$ cat src/rtl/bus_sequencer_if.sv
// Signal bundle between bus_sequencer and its CPU, video, host and memory-bus neighbours.
// Completion strobes (cpu_done, video_valid, host_ack) are single-cycle pulses with their data
// valid in the same cycle; host_req is level-sensitive and sampled only at a HOST slot start edge.
interface bus_sequencer_if;
  logic [15:0] cpu_addr;
  logic        cpu_rw_b;
  logic [7:0]  cpu_wr_data;
  logic        cpu_done;
  logic [7:0]  cpu_rd_data;

  logic [16:0] video_addr;
  logic        video_valid;
  logic [7:0]  video_data;

  logic        host_req;
  logic [16:0] host_addr;
  logic        host_rw_b;
  logic [7:0]  host_wr_data;
  logic        host_ack;
  logic [7:0]  host_rd_data;

  logic [16:0] addr;
  logic        rw_b;
  logic        strobe;
  logic [7:0]  bus_wr_data;
  logic [7:0]  bus_rd_data;

  logic [2:0]  seq_state;

  modport master (
    input  cpu_addr, cpu_rw_b, cpu_wr_data,
    output cpu_done, cpu_rd_data,
    input  video_addr,
    output video_valid, video_data,
    input  host_req, host_addr, host_rw_b, host_wr_data,
    output host_ack, host_rd_data,
    output addr, rw_b, strobe, bus_wr_data,
    input  bus_rd_data,
    output seq_state
  );

  modport slave (
    output cpu_addr, cpu_rw_b, cpu_wr_data,
    input  cpu_done, cpu_rd_data,
    output video_addr,
    input  video_valid, video_data,
    output host_req, host_addr, host_rw_b, host_wr_data,
    input  host_ack, host_rd_data,
    input  addr, rw_b, strobe, bus_wr_data,
    output bus_rd_data,
    input  seq_state
  );
endinterface

$ cat src/rtl/bus_sequencer.sv
// Time-sliced bus owner: repeating frame of 2-cycle slots CPU, [VIDEO,] HOST.
// Define VIDEO_SLOT_EN to include the VIDEO slot; otherwise the frame is CPU, HOST.
module bus_sequencer (
  input  logic            clk,
  input  logic            reset,
  bus_sequencer_if.master bus
);

  typedef enum logic [2:0] {
    S_IDLE  = 3'd0,
    S_CPU0  = 3'd1,
    S_CPU1  = 3'd2,
    S_VID0  = 3'd3,
    S_VID1  = 3'd4,
    S_HOST0 = 3'd5,
    S_HOST1 = 3'd6
  } state_t;

  state_t      state_q;
  state_t      state_d;

  logic        slot_start;
  logic [16:0] addr_d;
  logic        rw_b_d;
  logic        strobe_d;
  logic [7:0]  wr_data_d;
  logic        host_live_d;

  logic [16:0] addr_q;
  logic        rw_b_q;
  logic        strobe_q;
  logic [7:0]  wr_data_q;
  logic        host_live_q;

  logic        cpu_done_q;
  logic [7:0]  cpu_rd_q;
  logic        host_ack_q;
  logic [7:0]  host_rd_q;

  // State names the cycle being executed; S_IDLE exists only so the first edge out of reset starts CPU.
  always_ff @(posedge clk) begin
    if (reset) state_q <= S_IDLE;
    else       state_q <= state_d;
  end

  always_comb begin
    state_d = S_CPU0;
    case (state_q)
      S_IDLE:  state_d = S_CPU0;
      S_CPU0:  state_d = S_CPU1;
`ifdef VIDEO_SLOT_EN
      S_CPU1:  state_d = S_VID0;
      S_VID0:  state_d = S_VID1;
      S_VID1:  state_d = S_HOST0;
`else
      S_CPU1:  state_d = S_HOST0;
`endif
      S_HOST0: state_d = S_HOST1;
      S_HOST1: state_d = S_CPU0;
      default: state_d = S_CPU0;
    endcase
  end

  // Bus request for the slot about to begin; loaded only on a slot start edge and held for both cycles.
  always_comb begin
    slot_start  = 1'b0;
    addr_d      = 17'h0;
    rw_b_d      = 1'b1;
    strobe_d    = 1'b0;
    wr_data_d   = 8'h00;
    host_live_d = 1'b0;
    case (state_d)
      S_CPU0: begin
        slot_start = 1'b1;
        addr_d     = {1'b0, bus.cpu_addr};
        rw_b_d     = bus.cpu_rw_b;
        strobe_d   = 1'b1;
        wr_data_d  = bus.cpu_rw_b ? 8'h00 : bus.cpu_wr_data;
      end
`ifdef VIDEO_SLOT_EN
      S_VID0: begin
        slot_start = 1'b1;
        addr_d     = bus.video_addr;
        strobe_d   = 1'b1;
      end
`endif
      S_HOST0: begin
        slot_start = 1'b1;
        if (bus.host_req) begin
          addr_d      = bus.host_addr;
          rw_b_d      = bus.host_rw_b;
          strobe_d    = 1'b1;
          wr_data_d   = bus.host_rw_b ? 8'h00 : bus.host_wr_data;
          host_live_d = 1'b1;
        end
      end
      default: ;
    endcase
  end

  always_ff @(posedge clk) begin
    if (reset) begin
      addr_q      <= 17'h0;
      rw_b_q      <= 1'b1;
      strobe_q    <= 1'b0;
      wr_data_q   <= 8'h00;
      host_live_q <= 1'b0;
    end else if (slot_start) begin
      addr_q      <= addr_d;
      rw_b_q      <= rw_b_d;
      strobe_q    <= strobe_d;
      wr_data_q   <= wr_data_d;
      host_live_q <= host_live_d;
    end
  end

  // Completion: the edge leaving an X1 state ends the slot and samples the read data.
  always_ff @(posedge clk) begin
    if (reset) begin
      cpu_done_q <= 1'b0;
      cpu_rd_q   <= 8'h00;
      host_ack_q <= 1'b0;
      host_rd_q  <= 8'h00;
    end else begin
      cpu_done_q <= (state_q == S_CPU1);
      if ((state_q == S_CPU1) && rw_b_q) cpu_rd_q <= bus.bus_rd_data;
      host_ack_q <= (state_q == S_HOST1) && host_live_q;
      if ((state_q == S_HOST1) && host_live_q && rw_b_q) host_rd_q <= bus.bus_rd_data;
    end
  end

`ifdef VIDEO_SLOT_EN
  logic       video_valid_q;
  logic [7:0] video_data_q;

  always_ff @(posedge clk) begin
    if (reset) begin
      video_valid_q <= 1'b0;
      video_data_q  <= 8'h00;
    end else begin
      video_valid_q <= (state_q == S_VID1);
      if (state_q == S_VID1) video_data_q <= bus.bus_rd_data;
    end
  end

  assign bus.video_valid = video_valid_q;
  assign bus.video_data  = video_data_q;
`else
  logic unused_video;
  assign unused_video    = ^bus.video_addr;
  assign bus.video_valid = 1'b0;
  assign bus.video_data  = 8'h00;
`endif

  assign bus.addr         = addr_q;
  assign bus.rw_b         = rw_b_q;
  assign bus.strobe       = strobe_q;
  assign bus.bus_wr_data  = wr_data_q;
  assign bus.cpu_done     = cpu_done_q;
  assign bus.cpu_rd_data  = cpu_rd_q;
  assign bus.host_ack     = host_ack_q;
  assign bus.host_rd_data = host_rd_q;
  assign bus.seq_state    = state_q;

endmodule

$ cat src/flat_wrapper.sv
// flat-port wrapper written by rule: the top's interface ports become plain ports
module bus_sequencer_flat 
  (clk, reset, bus_cpu_addr, bus_cpu_rw_b, bus_cpu_wr_data, bus_cpu_done, bus_cpu_rd_data, bus_video_addr, bus_video_valid, bus_video_data, bus_host_req, bus_host_addr, bus_host_rw_b, bus_host_wr_data, bus_host_ack, bus_host_rd_data, bus_addr, bus_rw_b, bus_strobe, bus_bus_wr_data, bus_bus_rd_data, bus_seq_state);
  bus_sequencer_if bus_i ();
  input  logic clk;
  input  logic reset;
  input wire logic [$bits(bus_i.cpu_addr)-1:0] bus_cpu_addr;
  input wire logic [$bits(bus_i.cpu_rw_b)-1:0] bus_cpu_rw_b;
  input wire logic [$bits(bus_i.cpu_wr_data)-1:0] bus_cpu_wr_data;
  output wire logic [$bits(bus_i.cpu_done)-1:0] bus_cpu_done;
  output wire logic [$bits(bus_i.cpu_rd_data)-1:0] bus_cpu_rd_data;
  input wire logic [$bits(bus_i.video_addr)-1:0] bus_video_addr;
  output wire logic [$bits(bus_i.video_valid)-1:0] bus_video_valid;
  output wire logic [$bits(bus_i.video_data)-1:0] bus_video_data;
  input wire logic [$bits(bus_i.host_req)-1:0] bus_host_req;
  input wire logic [$bits(bus_i.host_addr)-1:0] bus_host_addr;
  input wire logic [$bits(bus_i.host_rw_b)-1:0] bus_host_rw_b;
  input wire logic [$bits(bus_i.host_wr_data)-1:0] bus_host_wr_data;
  output wire logic [$bits(bus_i.host_ack)-1:0] bus_host_ack;
  output wire logic [$bits(bus_i.host_rd_data)-1:0] bus_host_rd_data;
  output wire logic [$bits(bus_i.addr)-1:0] bus_addr;
  output wire logic [$bits(bus_i.rw_b)-1:0] bus_rw_b;
  output wire logic [$bits(bus_i.strobe)-1:0] bus_strobe;
  output wire logic [$bits(bus_i.bus_wr_data)-1:0] bus_bus_wr_data;
  input wire logic [$bits(bus_i.bus_rd_data)-1:0] bus_bus_rd_data;
  output wire logic [$bits(bus_i.seq_state)-1:0] bus_seq_state;
  assign bus_i.cpu_addr = bus_cpu_addr;
  assign bus_i.cpu_rw_b = bus_cpu_rw_b;
  assign bus_i.cpu_wr_data = bus_cpu_wr_data;
  assign bus_cpu_done = bus_i.cpu_done;
  assign bus_cpu_rd_data = bus_i.cpu_rd_data;
  assign bus_i.video_addr = bus_video_addr;
  assign bus_video_valid = bus_i.video_valid;
  assign bus_video_data = bus_i.video_data;
  assign bus_i.host_req = bus_host_req;
  assign bus_i.host_addr = bus_host_addr;
  assign bus_i.host_rw_b = bus_host_rw_b;
  assign bus_i.host_wr_data = bus_host_wr_data;
  assign bus_host_ack = bus_i.host_ack;
  assign bus_host_rd_data = bus_i.host_rd_data;
  assign bus_addr = bus_i.addr;
  assign bus_rw_b = bus_i.rw_b;
  assign bus_strobe = bus_i.strobe;
  assign bus_bus_wr_data = bus_i.bus_wr_data;
  assign bus_i.bus_rd_data = bus_bus_rd_data;
  assign bus_seq_state = bus_i.seq_state;
  bus_sequencer u_core (.clk(clk), .reset(reset), .bus(bus_i));
endmodule
$ cat config.mk
export PLATFORM = sky130hd
export DESIGN_NAME = bus_sequencer_flat
export DESIGN_NICKNAME = d
export VERILOG_FILES = /design/src/rtl/bus_sequencer_if.sv /design/src/rtl/bus_sequencer.sv /design/src/flat_wrapper.sv
export SDC_FILE = /design/constraint.sdc
export NUM_CORES = 1
export LEC_CHECK = 0
export CORE_ASPECT_RATIO = 0.9
export CORE_UTILIZATION = 36
export DETAILED_ROUTE_END_ITERATION = 7
export PLACE_DENSITY = 0.8
export SLEW_MARGIN = 20
export SYNTH_ARGS = -nofsm -noshare
export SYNTH_HDL_FRONTEND = slang
export SYNTH_SLANG_ARGS = --single-unit
$ cat constraint.sdc
create_clock -name clk -period 1.9 [get_ports clk]
set_input_delay 0.57 -clock clk [delete_from_list [all_inputs] [get_ports clk]]
set_output_delay 0.57 -clock clk [all_outputs]
set_load 0.02 [all_outputs]
==> results of run 1 <==
==> sequential cells by signal, indices dropped and copies added, names as in the netlist <==
register,cells
u_core.bus.addr,17
u_core.bus.bus_wr_data,8
u_core.bus.cpu_rd_data,8
u_core.bus.host_rd_data,8
u_core.bus.seq_state,3
u_core.bus.cpu_done,1
u_core.bus.host_ack,1
u_core.bus.rw_b,1
u_core.bus.strobe,1
u_core.host_live_q,1
==> report_power, final <==
group / leakage (nW) / switching [W] / internal [W]
registers: 0.401 / 0.0000324 / 0.00108
logic: 1.02 / 0.000251 / 0.000288
clock network: 0.0452 / 0.000366 / 0.000269
total: 1.47 / 0.000649 / 0.00164
==> cells in the final DEF (no fill, tap or decap), drive strengths merged <==
master and instances:
conb 9, clkdlybuf4s50 106, o21ai 2, a221oi 1
a222oi 11, and3 1, clkbuf 5, dlygate4sd2 2
nor3 1, nor2 38, a21oi 1, nand2b 3
dfxtp 49, or3b 1, and2b 2, buf 12
mux2i 17, clkinvlp 1, nand3 1, o22ai 11
a211oi 3, nand2 24, a22o 8, a21o 8
dlymetal6s2s 1, inv 15, nand4 1, nor2b 2
a22oi 6
==> timing repair <==
action / 4_1_cts / 5_1_grt
endpoints found under the setup margin: 2 / 1
setup buffers: 0 / 0
pin swaps: 0 / 0
gates resized for setup: 2 / 1
==> worst register-to-register path: cells and delay by family (launching register included) <==
family / cells / cell delay, ns
and+or+nand+nor: 2 / 0.82
DFF: 1 / 0.34
AOI/OAI and AO/OA: 2 / 0.33
buffers and inverters: 1 / 0.16
==> per-layer routing <==
metal  wire length, um  part of all wire
met1              2444              0.44
met2              2578              0.47
met5                 0                 0
met4                45            0.0081
met3               465             0.084
==> cell type report <==
cell class / count / area (um2) / area share
clock buffers: 5 / 68.82 / 0.02050
repair buffers: 121 / 1181 / 0.3518
multi-input cells: 151 / 964.7 / 0.2874
flip-flops and latches: 49 / 980.9 / 0.2922
clock inverters: 3 / 25.02 / 0.007454
inverters: 13 / 48.80 / 0.01454
well taps: 70 / 87.58 / 0.02609
==> through the flow <==
| step | worst slack, ns | cell area (um2) | power (W) | TNS (ns) | utilization |
|---|---|---|---|---|---|
| final | 0.05644 | 3357 | 0.002287 | 0 | 0.5931 |
| after CTS | 0.04384 | 3354 | 0.002317 | 0 | 0.5926 |
| after detailed placement | -0.2028 | 3263 | 0.001678 | -1.895 | 0.5765 |
| after global placement | -0.1989 | 3263 | 0.001670 | -1.866 | 0.5765 |
| after global routing | 0.009376 | 3357 | 0.002404 | 0 | 0.5931 |
| after floorplan | 0.3208 | 2135 | 0.001405 | 0 | - |
==> cells by family after synthesis <==
family | after synthesis
AOI/OAI and AO/OA | 51
buffers and inverters | 36
DFF | 49
muxes | 17
other | 1
and+or+nand+nor | 74
==> worst max path at each step <==
stage                                  start                        end  slack, ns  depth (start not counted)
after floorplan                        reset  u_core.bus.bus_wr_data[0]       0.32                          5
after global placement                 reset  u_core.bus.bus_wr_data[1]      -0.20                          5
after detailed placement               reset  u_core.bus.bus_wr_data[2]      -0.20                          5
after CTS                 u_core.bus.addr[4]                bus_addr[4]       0.04                          1
after global routing      u_core.bus.addr[0]                bus_addr[0]      0.009                          1
final                     u_core.bus.addr[4]                bus_addr[4]       0.06                          1
==> results_dict.tcl, run 1 <==
set metrics [dict create \
    number_of_pins_with_negative_max_slew_slack_in_the_final_report 0 \
    synth_top_cell_area_share 0.4661 \
    clk_transition_reported_paths_ns 0.09 \
    number_of_i_o_port_buffers 109 \
    clockRootBuffer "clkbuf_8" \
    ys_ff_latch 49 \
    sum_of_overflow_across_all_layers_after_global_routing 0 \
    die_height_um 74.54 \
    met1_track_demand_over_resource 0.2193 \
    post_synth_fa_ha_maj_area_fraction 0 \
    worst_hold_path.endpoint "u_core.bus.addr[11]" \
    via_count_of_the_first_global_routing_pass 1849 \
    final_min_period_over_clock_period 0.9703 \
    clock-sinks 49 \
    slew-limit-headroom 0.3742 \
    postSynthCellCount 228 \
    crit_path_cell_trace "clkdlybuf4s50_1" \
    reg2reg_setup_slack_ns 0.18 \
    timing.critical_path.buf_inv 1 \
    post_synth_main_area_contributors "dfxtp_1 47%, mux2i_1 8.1%, nor2_1 6.2%" \
    muxShareOfSynthArea 0.08086 \
    worst_hold_path.num_cells 2 \
    post_synth_instance_area_mm2 0.002105 \
    placeableCoreArea_mm2 0.005660 \
    fillCellCount 474 \
    final_layout_net_count 420 \
    grt_setup_unrepaired "no" \
    drt_wl_total_um 5533 \
    power_leakage_nw 1.467 \
    row_count 26 \
    criticalPathCategory "reg -> out" \
    finalClockSkew_ns 0.01060 \
    drive_above_1_share 0.08480 \
    insertion_delay_ns 0.30 \
    detailed_place_hpwl_um 4055 \
    cts_inserted_buffers 5 \
    primary_ff_master_synth "dfxtp_1" \
    post-synth-top-count-cell "dfxtp_1" \
    final-setup-viol-count 0 \
    detail_route.wl_per_cell_um 13.43 \
    worstReg2RegEnd "u_core.bus.rw_b" \
    yosys.area_share.xor_xnor 0 \
    yosysWarningCount 0 \
    synth.yosys.seq_area_share 0.4661 \
    critPathCaptureType "primary output" \
    dr.pass1.iters 6 \
    simple_logic_cell_fraction_of_the_synthesized_area 0.1653 \
    min_path_type "reg -> reg" \
    worst_r2r_path_depth 5 \
    floorplan.die.width_um 82.60 \
    worst_hold_startpoint "u_core.bus.addr[11]" \
    route.detailed.vias_per_inst 4.905 \
    post-synth-top-area-cell "dfxtp_1" \
    initial_core_util 0.3718 \
    worst_pin_slew_ns 0.9367 \
    clock_tree_from_tritoncts "yes" \
    synth_edf_count 0 \
    drt.antenna.violating_nets 0 \
    synthToLayoutAreaGrowth_pct 59.51 \
    synth_compound_gate_area_share 0.1962 \
    global_route.peak_usage_layer "met2" \
    dr_total_vias 2021 \
    max_cap_viol_count 0 \
    worst_ir_drop_vdd_mv 0.4548 \
    grt_usage 0.1818 \
    drt-initial-drc-count 73 \
    maxClockFrequency_ghz 0.5424 \
    violations "design-rule violations" \
    worst_path_largest_cell_delay_ns 0.61 \
    status "complete, but fails checks" \
    routabilityCongestion 0.7876 \
    biggest_fanout_along_the_worst_timing_path 2 \
    use_met3 0.04172 \
    final-hold-violation-count 0 \
    min_clock_period_post_route_ns 1.844 \
    number_of_top_level_pins 136 \
    ctsLongestPathBuffers 2 \
    n_antenna_cell 0 \
    avgSynthCellArea_um2 9.230 \
    timing.critical_path.arrival_ns 1.27 \
    holdBufCountCts 0 \
    globalRouteMet2Util 0.3205 \
    asyncSetResetFlopFracSynth 0 \
    whs_ns 0.4405 \
    placedCellCount 404 \
    synth.distinct_cells 31 \
    fp.dieArea_mm2 0.006156 \
    crit_path_start_kind "register" \
    initial_antenna_violation_count 0 \
    first_pass_grt_wire_length_um 8521 \
    slowest_stage "clkdlybuf4s50_1" \
    drc 1 \
    grt_start_max_net_pins 23 \
    path_delay_family "buffers and inverters" \
    dominant_combinational_cell_family_by_area_after_synthesis "compound AO/OA/AOI/OAI gates" \
    pwr_density_cell_mw_per_mm2 681.4 \
    layout.cells.non_filler 412 \
    clock_tree.htree_level_count 2 \
    worst_r2r_src "u_core.bus.seq_state[2]" \
    synth.top_cells.by_count "49 x dfxtp_1, 35 x nor2_1, 24 x nand2_1" \
    worstPathRequired_ns 1.33 \
]
No activity file was read; power rests on OpenSTA's default activity.
==> inputs of run 2 (changes only) <==
CORE_ASPECT_RATIO = 0.75   (was 0.9)
CTS_CLUSTER_SIZE = 28   (was unset)
==> run 2 against run 1 <==
Effect of this change: the flow now finishes without violations; fmax barely moved; final cell count rose by 1.5%; count of clock-buffer cells in the layout rose by 1; largest power group unchanged.
==> results_dict.tcl, run 2 (synthesis results as in run 1) <==
set metrics [dict create \
    holdBufCountCts 0 \
    power_report.internal_total_w 0.001803 \
    max_cap_viol_count 0 \
    crit_path_start_kind "register" \
    n_antenna_cell 0 \
    fp.dieArea_mm2 0.006159 \
    power_frac_seq 0.459 \
    dr_total_vias 2025 \
    clk_transition_reported_paths_ns 0.08 \
    ctsLongestPathBuffers 2 \
    synthToLayoutAreaGrowth_pct 62.13 \
    number_of_top_level_pins 136 \
    drt.antenna.violating_nets 0 \
    timing.critical_path.buf_inv 1 \
    maxClockFrequency_ghz 0.5429 \
    fillCellCount 492 \
    netSwitchingPower_w 0.0006255 \
    worst_path_largest_cell_delay_ns 0.62 \
    layout.cells.non_filler 418 \
    placedCellCount 410 \
    final-hold-violation-count 0 \
    via_count_of_the_first_global_routing_pass 1873 \
    drt-initial-drc-count 106 \
    critPathCaptureType "primary output" \
    drive_above_1_share 0.09038 \
    path_delay_family "buffers and inverters" \
    min_path_type "reg -> reg" \
    initial_core_util 0.3829 \
    most_common_cell_after_layout_fill_and_taps_aside "clkdlybuf4s50_1" \
    clock_tree_from_tritoncts "yes" \
    ff_latch_area_um2 980.9 \
    grt_usage 0.1800 \
    worst_ir_drop_vdd_mv 0.3587 \
    min_clock_period_post_route_ns 1.842 \
    floorplan.die.width_um 90.29 \
    setup_slack_ns 0.05801 \
    routabilityCongestion 0.7620 \
    number_of_pins_with_negative_max_slew_slack_in_the_final_report 0 \
    first_pass_grt_wire_length_um 8721 \
    clockRootBuffer "clkbuf_8" \
    final_layout_net_count 421 \
    route.detailed.vias_per_inst 4.844 \
    detail_route.wl_per_cell_um 13.25 \
    grt_start_max_net_pins 24 \
    final-setup-viol-count 0 \
    slew-limit-headroom 0.6394 \
    power_leakage_nw 1.487 \
    clock_tree.htree_level_count 2 \
    power_frac_clock 0.316 \
    worstPathRequired_ns 1.33 \
    dr.pass1.iters 4 \
    biggest_fanout_along_the_worst_timing_path 2 \
    detailed_place_hpwl_um 4067 \
    pwr_density_cell_mw_per_mm2 711.7 \
    status "complete, no violations" \
    row_count 23 \
    number_of_i_o_port_buffers 109 \
    worst_pin_slew_ns 0.5385 \
    initial_antenna_violation_count 0 \
    placeableCoreArea_mm2 0.005497 \
    timing.critical_path.arrival_ns 1.27 \
    drt_wl_total_um 5538 \
    crit_path_cell_trace "clkdlybuf4s50_1" \
    die_height_um 68.22 \
    cts_inserted_buffers 5 \
    criticalPathCategory "reg -> out" \
    largest_register_ffs 17 \
    sum_of_overflow_across_all_layers_after_global_routing 0 \
    mostFrequentLayoutCells "106 x clkdlybuf4s50_1, 49 x dfxtp_1, 35 x nor2_1" \
    clock-sinks 49 \
    slowest_stage "clkdlybuf4s50_1" \
    swShare 0.2576 \
    insertion_delay_ns 0.30 \
    multiInputGateArea_um2 967.2 \
    reg2reg_setup_slack_ns 0.35 \
    grt_setup_unrepaired "no" \
    finalClockSkew_ns 0.005563 \
    final_min_period_over_clock_period 0.9695 \
    drc 0 \
    combPwrFrac 0.225 \
    preCtsSetupSlack_ns -0.1801 \
]
## run 2: per-layer routing
layer,vias up,share of wire,routed length [um],GRT usage
li1,1007,-,-,-
met1,921,0.47,2597,0.2331
met2,88,0.45,2485,0.2910
met3,9,0.068,378,0.05111
met4,0,0.014,78,0.06452
met5,-,0,0,0
## run 2: worst paths after layout
check | start | to | depth (start not counted)
min | u_core.bus.addr[13] | u_core.bus.addr[13] | 2
min reg2reg | u_core.bus.addr[13] | u_core.bus.addr[13] | 2
max reg2reg | u_core.bus.seq_state[1] | u_core.bus.host_rd_data[4] | 5
max | u_core.bus.addr[1] | bus_addr[1] | 1
## run 2: power groups by stage
stage | sequential [W] | combinational, W | clock, W
4_1_cts | 0.00112 | 0.000548 | 0.000792
3_5_place_dp | 0.00114 | 0.000548 | 0
2_1_floorplan | 0.00120 | 0.000203 | 0
3_3_place_gp | 0.00114 | 0.000541 | 0
5_1_grt | 0.00112 | 0.000588 | 0.000830
6_report | 0.00111 | 0.000547 | 0.000767
## run 2: final cells by class
type	count	area share
tap	75	0.02750
timing repair buffer	122	0.3520
clock buffer	6	0.02420
inverter	13	0.01430
sequential	49	0.2875
multi-input combinational	151	0.2835
clock inverter	2	0.01100
## run 2: through the flow
stage	total power [W]	area (um2)	utilization	TNS, ns	hold slack, ns
final	0.002428	3412	0.6208	0	0.4431
after global routing	0.002539	3412	0.6208	0	0.4575
after CTS	0.002455	3407	0.6199	0	0.4459
after detailed placement	0.001686	3289	0.5985	-1.897	0.4316
after global placement	0.001678	3289	0.5985	-1.639	0.4259
after floorplan	0.001405	2135	-	0	0.4408
## run 2: repair_timing
| action | CTS | global route |
|---|---|---|
| gates cloned | 0 | 0 |
| buffers inserted | 0 | 0 |
| gates resized for setup | 2 | 2 |
| endpoints found under the setup margin | 2 | 4 |
==> inputs of run 3 (changes only) <==
CORE_MARGIN = 3   (was unset)
CTS_BUF_LIST = sky130_fd_sc_hd__clkbuf_8 sky130_fd_sc_hd__clkbuf_16   (was unset)
==> run 3 against run 2 <==
Effect of this change: count of clock-buffer cells in the layout decreased by 1; first-iteration DRC count increased by 36%; critical endpoint unchanged; total power decreased by 5.4%; cell area decreased by 1.3%; via count increased by 1.2%; clock skew about the same.
==> results_dict.tcl, run 3 (synthesis results as in run 1) <==
set metrics [dict create \
    fp.dieArea_mm2 0.006809 \
    detailed_place_hpwl_um 4348 \
    design_area_mm2 0.003367 \
    timing.critical_path.arrival_ns 1.27 \
    final_layout_net_count 420 \
    timing.critical_path.buf_inv 1 \
    dr_total_vias 2050 \
    insertion_delay_ns 0.30 \
    p_total_w 0.002297 \
    crit_path_start_kind "register" \
    crit_path_cell_trace "clkdlybuf4s50_1" \
    dr.pass1.iters 5 \
    slew-limit-headroom 0.3735 \
    clk_transition_reported_paths_ns 0.10 \
    number_of_top_level_pins 136 \
    number_of_pins_with_negative_max_slew_slack_in_the_final_report 0 \
    drt_wl_total_um 5757 \
    routabilityCongestion 0.7459 \
    status "complete, no violations" \
    n_antenna_cell 0 \
    placement.cell_area_mm2 0.003269 \
    grt_setup_unrepaired "no" \
    grt_usage 0.1728 \
    grt_start_max_net_pins 31 \
    max_cap_viol_count 0 \
    drive_above_1_share 0.08480 \
    placeableCoreArea_mm2 0.005497 \
    die_height_um 72.22 \
    route.detailed.vias_per_inst 4.916 \
    worstPathRequired_ns 1.33 \
    clockRootBuffer "clkbuf_8" \
    slowest_stage "clkdlybuf4s50_1" \
    ctsLongestPathBuffers 2 \
    worst_ir_drop_vdd_mv 0.4162 \
    drt.antenna.violating_nets 0 \
    min_clock_period_post_route_ns 1.844 \
    power_leakage_nw 1.483 \
    buffers_inserted_during_post_cts_setup_optimization 0 \
    worst_pin_slew_ns 0.9378 \
    drc 0 \
    whs_ns 0.4485 \
    largest_register_ffs 17 \
    mostFrequentLayoutCells "106 x clkdlybuf4s50_1, 49 x dfxtp_1, 35 x nor2_1" \
    clock_tree_from_tritoncts "yes" \
    initial_core_util 0.3829 \
    final-setup-viol-count 0 \
    fillCellCount 481 \
    criticalPathCategory "reg -> out" \
    sum_of_overflow_across_all_layers_after_global_routing 0 \
    path_delay_family "buffers and inverters" \
    ff_latch_area_um2 980.9 \
    clock-sinks 49 \
    critPathCaptureType "primary output" \
    final_min_period_over_clock_period 0.9707 \
    pwr_density_cell_mw_per_mm2 682.2 \
    first_pass_grt_wire_length_um 9432 \
    finalClockSkew_ns 0.005839 \
    min_path_type "reg -> reg" \
    cts_inserted_buffers 5 \
    multiInputGateArea_um2 964.7 \
    biggest_fanout_along_the_worst_timing_path 2 \
    via_count_of_the_first_global_routing_pass 2015 \
    maxClockFrequency_ghz 0.5422 \
    clock_tree.htree_level_count 2 \
    drt-initial-drc-count 144 \
    synthToLayoutAreaGrowth_pct 59.99 \
    initial_antenna_violation_count 0 \
    most_common_cell_after_layout_fill_and_taps_aside "clkdlybuf4s50_1" \
    holdBufCountCts 0 \
    detail_route.wl_per_cell_um 13.81 \
    fin_tns_setup_ns 0 \
    final-hold-violation-count 0 \
    number_of_i_o_port_buffers 109 \
    worst_path_largest_cell_delay_ns 0.61 \
    floorplan.die.width_um 94.29 \
    row_count 23 \
]
-- run 3: changes by cell type in the layout (fill, tap and decap cells not counted) --
cell / before / now
clkbuf_8: 6 / 5
dlymetal6s2s_1: 1 / 2
bufinv_16: 1 / 0
dlygate4sd2_1: 2 / 1
nor2b_1: 1 / 2
inv_6: 0 / 2
buf_12: 1 / 0
nor2b_2: 1 / 0
-- run 3: final cells by class --
cell class / instances / area share
Timing Repair Buffer: 121 / 0.3519
Sequential cell: 49 / 0.2913
Multi-Input combinational cell: 151 / 0.2865
Tap cell: 75 / 0.02787
Clock buffer: 5 / 0.02044
Inverter: 13 / 0.01449
Clock inverter: 3 / 0.007432
-- run 3: repair_timing --
action / in CTS / in global routing
setup endpoints to repair: 1 / 2
gates resized for setup: 1 / 2
cloned: 0 / 0
-- run 3: path summary, 6_finish.rpt --
check                                              from                   to  slack, ns  cells after the start
worst max register to register  u_core.bus.seq_state[2]      u_core.bus.rw_b       0.18                      5
worst min register to register      u_core.bus.addr[11]  u_core.bus.addr[11]       0.45                      2
worst min-delay path                u_core.bus.addr[11]  u_core.bus.addr[11]       0.45                      2
worst max-delay path                 u_core.bus.addr[1]          bus_addr[1]       0.06                      1
-- run 3: per-layer routing --
layer / vias to the layer above / track usage / wire, um
met4: 0 / 0.04327 / 36
met5: - / 0 / 0
li1: 1007 / - / -
met1: 945 / 0.2241 / 2471
met2: 94 / 0.2775 / 2665
met3: 4 / 0.06010 / 584
-- run 3: metrics by stage --
| stage | setup WS [ns] | util | std cells |
|---|---|---|---|
| global placement | -0.08500 | 0.5948 | 409 |
| CTS | 0.03943 | 0.6117 | 417 |
| detailed placement | -0.1065 | 0.5948 | 409 |
| global route | 0.005221 | 0.6126 | 417 |
| finish | 0.05568 | 0.6126 | 417 |
| floorplan | 0.3208 | - | 236 |
-- run 3: where the power goes --
group / switching, W / total [W] / internal, W / leakage (nW)
registers: 0.0000300 / 0.00111 / 0.00108 / 0.401
clock network: 0.000373 / 0.000642 / 0.000269 / 0.0452
logic: 0.000254 / 0.000543 / 0.000289 / 1.04
total: 0.000657 / 0.00230 / 0.00164 / 1.48
